`src/rtl/alu_pkg.sv`:
```
// Purpose : shared definitions for the ALU sequencer and the external ALU it drives.
// Latency : n/a (package only).
// Backpressure: n/a.
// Contents: ALU opcode constants OP_ADD..OP_SHR and the sequencer state enum.
package alu_pkg;

   localparam logic [2:0] OP_ADD = 3'b000;
   localparam logic [2:0] OP_SUB = 3'b001;
   localparam logic [2:0] OP_AND = 3'b010;
   localparam logic [2:0] OP_OR  = 3'b011;
   localparam logic [2:0] OP_XOR = 3'b100;
   localparam logic [2:0] OP_NOT = 3'b101;
   localparam logic [2:0] OP_SHL = 3'b110;
   localparam logic [2:0] OP_SHR = 3'b111;

   typedef enum logic [1:0] {
      ST_IDLE = 2'd0,
      ST_EXEC = 2'd1,
      ST_RESP = 2'd2
   } seq_state_t;

endpackage

```
`src/rtl/alu_sequencer.sv`:
```
// Purpose : accumulator sequencer; accepts LOAD/EXEC commands, drives an external
//           combinational ALU from registers and returns the accumulator plus flags.
// Latency : accept edge -> rsp_valid: 1 cycle for LOAD, 2 cycles for EXEC.
// Backpressure: one command in flight; cmd_ready only in IDLE, response held until rsp_ready.
// Ports   : clk/rst (sync, active-high); cmd_* command channel (valid/ready);
//           alu_a/alu_b/alu_opcode -> ALU, alu_result/alu_carry_out/alu_zero <- ALU;
//           rsp_* response channel (valid/ready); op_count = completed responses mod 256.
module alu_sequencer
   import alu_pkg::*;
#(
   parameter int DATA_W = 8
) (
   input  logic              clk,
   input  logic              rst,
   input  logic              cmd_valid,
   output logic              cmd_ready,
   input  logic              cmd_load,
   input  logic [2:0]        cmd_opcode,
   input  logic [DATA_W-1:0] cmd_operand,
   output logic [DATA_W-1:0] alu_a,
   output logic [DATA_W-1:0] alu_b,
   output logic [2:0]        alu_opcode,
   input  logic [DATA_W-1:0] alu_result,
   input  logic              alu_carry_out,
   input  logic              alu_zero,
   output logic              rsp_valid,
   input  logic              rsp_ready,
   output logic [DATA_W-1:0] rsp_data,
   output logic              rsp_carry,
   output logic              rsp_zero,
   output logic [7:0]        op_count
);

   seq_state_t        state_q, state_d;
   logic [DATA_W-1:0] acc_q;
   logic [DATA_W-1:0] operand_q;
   logic [2:0]        opcode_q;
   logic              carry_q;
   logic              zero_q;
   logic [7:0]        count_q;

   // state register
   always_ff @(posedge clk) begin
      if (rst) state_q <= ST_IDLE;
      else     state_q <= state_d;
   end

   // next-state logic; commands arriving outside IDLE are simply not looked at
   always_comb begin
      state_d = state_q;
      case (state_q)
         ST_IDLE: if (cmd_valid) state_d = cmd_load ? ST_RESP : ST_EXEC;
         ST_EXEC: state_d = ST_RESP;
         ST_RESP: if (rsp_ready) state_d = ST_IDLE;
         default: state_d = ST_IDLE;
      endcase
   end

   // handshake outputs
   always_comb begin
      cmd_ready = (state_q == ST_IDLE);
      rsp_valid = (state_q == ST_RESP);
   end

   // datapath registers; ALU inputs only move on accept (operand/opcode, or acc for
   // LOAD) and on EXEC completion (acc), so the ALU sees a stable vector in EXEC
   always_ff @(posedge clk) begin
      if (rst) begin
         acc_q     <= '0;
         operand_q <= '0;
         opcode_q  <= 3'b000;
         carry_q   <= 1'b0;
         zero_q    <= 1'b0;
         count_q   <= 8'd0;
      end else begin
         case (state_q)
            ST_IDLE: begin
               if (cmd_valid) begin
                  if (cmd_load) begin
                     acc_q   <= cmd_operand;
                     carry_q <= 1'b0;
                     zero_q  <= (cmd_operand == '0);
                  end else begin
                     operand_q <= cmd_operand;
                     opcode_q  <= cmd_opcode;
                  end
               end
            end
            ST_EXEC: begin
               acc_q   <= alu_result;
               carry_q <= alu_carry_out;
               zero_q  <= alu_zero;
            end
            ST_RESP: begin
               if (rsp_ready) count_q <= count_q + 8'd1;
            end
            default: ;
         endcase
      end
   end

   assign alu_a      = acc_q;
   assign alu_b      = operand_q;
   assign alu_opcode = opcode_q;
   assign rsp_data   = acc_q;
   assign rsp_carry  = carry_q;
   assign rsp_zero   = zero_q;
   assign op_count   = count_q;

endmodule

```
`config.mk`:
```
export PLATFORM = sky130hd
export DESIGN_NAME = alu_sequencer
export DESIGN_NICKNAME = d
export VERILOG_FILES = /design/src/rtl/alu_pkg.sv /design/src/rtl/alu_sequencer.sv
export SDC_FILE = /design/constraint.sdc
export NUM_CORES = 1
export LEC_CHECK = 0
export BUFFER_PORTS_ARGS = -buffer_cell sky130_fd_sc_hd__buf_2
export CAP_MARGIN = 25
export CORE_UTILIZATION = 51
export CTS_BUF_LIST = sky130_fd_sc_hd__clkbuf_2
export DETAILED_ROUTE_END_ITERATION = 10
export PLACE_DENSITY_LB_ADDON = 0.05
export RECOVER_POWER = 25
export SKIP_CTS_REPAIR_TIMING = 1
export SLEW_MARGIN = 5
export SYNTH_ARGS = -nofsm -noshare
export SYNTH_HDL_FRONTEND = slang
export SYNTH_SLANG_ARGS = --single-unit
```
`constraint.sdc`:
```
create_clock -name clk -period 2.83 [get_ports clk]
set_input_delay 0.566 -clock clk [delete_from_list [all_inputs] [get_ports clk]]
set_output_delay 0.566 -clock clk [all_outputs]
set_load 0.02 [all_outputs]
```
After elaboration in Yosys (flattened, before gate mapping)

Cells that the tools add are included.

Bits of input ports: 26
Output and inout port bits: 39
Flip-flop bits (word level): 31
Word-level logic and storage cells: 34

Reductions and logical operators: 7
Muxes and demuxes: 13
$add $sub $neg: 1
Equal/unequal tests: 5
Bitwise logic cells: 1

Operators with widths:

| kind                                                            | number |
|---|---|
| 8-bit two-way mux                                               | 2 |
| 8-bit case mux with 2 select lines                              | 1 |
| 8-bit by 1-bit adder with 8-bit output, second input constant   | 1 |
| 8-bit zero test                                                 | 1 |
| 2-bit two-way mux                                               | 3 |
| 2-bit case mux with 3 select lines                              | 1 |
| 3-bit AND reduction                                             | 2 |
| 1-bit two-way mux                                               | 4 |
| 2-bit by 1-bit != test with 1-bit output, second input constant | 2 |
| 1-bit case mux with 2 select lines                              | 2 |
| 2-bit AND reduction                                             | 2 |
| 2-bit by 1-bit == test with 1-bit output, second input constant | 1 |
| 2-bit == test, second input constant                            | 1 |
| 2-bit zero test                                                 | 1 |
| 2-bit != test, second input constant                            | 1 |
| 2-bit nonzero test                                              | 1 |
| 1-bit inverter                                                  | 1 |

Depth between registers and ports, before layout

Depth after elaboration: 4
Gate-level depth with buffers: 6
Depth with buffers taken out: 4

Least setup slack after synthesis

Ideal clock, no wire load.

Kind: input -> register
From: input port cmd_load
To: register operand_q[0], in the netlist alu_b[0]
Setup time: 0.132 ns
Required time: 2.698 ns
Stages: 4
Arrival: 1.334 ns
Setup slack: 1.364 ns
Buffers on the path: 1
Cells stage by stage: or4b_4 > buf_2 > nand2_1 > a21oi_1

Longest elaborated chain between the ends: 2

Ends and longest elaborated chain:

| item                          | line                | text |
|---|---|---|
| start, declared               | alu_sequencer.sv:17 | `input logic cmd_load,` |
| 1-bit inverter (no line)      | -                   |  |
| 3-bit AND reduction (no line) | -                   |  |
| end signal, assigned          | alu_sequencer.sv:84 | `operand_q <= cmd_operand;` |
| end, declared                 | alu_sequencer.sv:36 | `logic [DATA_W-1:0] operand_q;` |

No other way between the ends.
A chain may end at the register's enable or synchronous reset.

Worst setup path after layout

From: register state_q[1]
To: output port rsp_valid

Longest elaborated chain between the ends: 1

Ends and longest elaborated chain:

| item                   | line                | text |
|---|---|---|
| start, declared        | alu_sequencer.sv:34 | `seq_state_t state_q, state_d;` |
| start signal, assigned | alu_sequencer.sv:45 | `else state_q <= state_d;` |
| 2-bit == test          | alu_sequencer.sv:62 | `rsp_valid = (state_q == ST_RESP);` |
| end, declared          | alu_sequencer.sv:26 | `output logic rsp_valid,` |

No other way between the ends.

==> impl_metrics.ini <==
[run_status]
outcome = finished clean

[critical_path]
cp_max_fo = 10
critPathCaptureType = output pin
crit_arrival_ps = 1280
required_ps = 2260
reg2reg_from = state_q[0]
ff2ff_path_depth = 3
crit_path_start = state_q[1]
rr_endpoint = alu_a[1]
worst-setup-path-type = reg -> out
r2r_slack_ps = 1200
start_kind = flip-flop

[logic_synthesis]
yosys_warnings = 0
ys.flop_type = dfxtp_1
synth.distinct_cells = 29
async_reset_ff_share_pct = 0
synth_edf_count = 0
synth_nets = 187
synthCells = 160
syn_area_per_cell_um2 = 8.83
synth-seq-cells = 31
syn-cell-area_um2 = 1410
yosysSeqAreaShare_pct = 43.9

[routing]
wl_per_cell_um = 12.7
top_layer_used = met4
drt-total-wl_um = 3070
first_iter_violations = 21
wl_met1_um = 1380
drc = 0
dr_wl_met2_um = 1460
viasPerCell = 5.42
first_pass_iters = 4
vias = 1307
wl_met3_um = 192
antenna_left = 0

[pwr]
ir_worst_vdd_mv = 0.390
leakagePower_nw = 0.751
power_density_nw_per_um2 = 508

[timing]
slew_viol_final = 0
fin_hold_ws_ps = 425
post-route-min-period_ps = 1850
period_share_pct = 65.3
rsz0062_at_grt = no
finalClockSkew_ps = 7.13
setup_tns_ps = 0
setup_violations = 0
max-slew-margin-rel_pct = 40.9
clock.fmax_ghz = 0.541
hold_viol = 0
tightest_slew_ps = 885

[min_path]
hp-class = in -> reg
holdPathEnd = alu_opcode[0]
hp-start = cmd_opcode[0]
hold_depth = 3

[clock_network]
cts.sinks = 31
cts_tree = done
cts.root.buffer_cell = clkbuf_2
clock_path_buffers = 2
clk_latency_ps = 350
htreeDepth = 2
cts_buffers = 5
clkTransAtPathRegs_ps = 160

[final_layout]
fin_cells = 241
area_growth_pct = 17.0
antenna_cells = 0
fillers = 252
multiInputGateArea_um2 = 651
regArea_um2 = 621
nets = 238
drive_above_1_share_pct = 28.4

[grt]
grt_pass1_vias = 1000
grt_overflow = 0
track_usage_pct = 21.6
antenna_found_initial = 0
grt_max_degree = 32
grt_first_pass_wirelength_um = 4400

[die]
ios = 65
core_area_um2 = 2540
die_h_um = 54.6
start_util_pct = 55.5
rows = 18
die-area_um2 = 2980
die_x_um = 54.6

[run]
maxCapViolCount = 0

[placed_design]
dpl.cell_count = 234
post-dp-hpwl_um = 2210
gp_congestion = 0.775
io_buffers = 64
[logic make-up after synthesis]
kind of cell	count (synthesis)	share of synthesized area [%]
AOI/OAI and AO/OA	44	18.5
xor gates and xnor gates	2	1.24
adders and majority gates	1	0.886
buffers and inverters	21	9.12
DFF	31	43.9
muxes	10	7.09
and+or+nand+nor	51	19.2
[cell usage in the layout, fill, tap and decap left out]
master and n:
buf_2 53, dfxtp_1 31, a21oi_1 28, nand2_1 27, clkbuf_1 11, mux2i_1 10, a311oi_1 9, nor2_1 5
clkbuf_2 5, o21ai_0 4, or3_1 3, nor4_1 2, nand3_1 2, nand4b_1 2, nand4_1 2, o31ai_1 2
or4_1 2, xor2_1 2, nor2b_1 1, inv_1 1, a21o_1 1, or2b_1 1, or4b_1 1, nor4b_2 1
nand2b_1 1, nand3b_1 1, ha_1 1, clkinv_2 1, clkinv_1 1
[state kept, by name, indices dropped and copies added (netlist names)]
register / cells
alu_b: 8
rsp_zero: 1
alu_a: 8
rsp_carry: 1
state_q: 2
alu_opcode: 3
op_count: 8
[worst max-delay path: stages, from the launching register on]
cell     delay [ps]
dfxtp_1         540
nor2b_1         200
buf_2           180
[cells in the mapped netlist, drive strengths merged (2+ instances only)]
library cell / instances / area, um2
dfxtp: 31 / 621
a21oi: 28 / 140
nand2: 27 / 101
buf: 15 / 106
mux2i: 10 / 100
a311oi: 9 / 78.8
clkbuf: 5 / 18.8
nor2: 5 / 18.8
o21ai: 4 / 20.0
or3: 3 / 18.8
nand3: 2 / 10.0
nand4: 2 / 12.5
nand4b: 2 / 32.5
nor4: 2 / 12.5
o31ai: 2 / 15.0
or4: 2 / 15.0
xor2: 2 / 17.5
[how the worst max path moves through the flow]
stage / end / slack, ps / cells after the start
2_1_floorplan: alu_b[0] / 1360 / 4
3_3_place_gp: alu_b[5] / 1060 / 4
3_5_place_dp: alu_b[1] / 1030 / 4
4_1_cts: rsp_valid / 900 / 2
5_1_grt: rsp_valid / 840 / 2
6_report: rsp_valid / 980 / 2
[metrics by stage]
stage | power [mW] | setup WS (ps) | cell area, um2 | util [%]
floorplan | 0.611 | 1360 | 1410 | -
global placement | 0.654 | 1060 | 1650 | 64.9
detailed placement | 0.657 | 1030 | 1650 | 64.9
CTS | 0.850 | 900 | 1690 | 66.2
global route | 0.890 | 844 | 1650 | 64.9
finish | 0.840 | 981 | 1650 | 64.9
[per-layer routing]
layer	vias up	GRT usage, %
li1	672	-
met1	579	25.7
met2	48	33.9
met3	8	8.89
met4	0	8.97
met5	-	0
[layout make-up]
| type | instances | share of cell area, % |
|---|---|---|
| Multi-Input combinational cell | 108 | 39.4 |
| Sequential cell | 31 | 37.5 |
| Timing Repair Buffer | 64 | 18.5 |
| Tap cell | 30 | 2.27 |
| Clock buffer | 5 | 1.51 |
| Clock inverter | 2 | 0.530 |
| Inverter | 1 | 0.227 |
[power breakdown]
group | total, mW | internal [mW] | switching [mW]
Combinational | 0.167 | 0.0604 | 0.107
Sequential | 0.476 | 0.459 | 0.0164
Clock | 0.197 | 0.0522 | 0.145
Total | 0.840 | 0.572 | 0.268
(Power assumes the default switching activity.)
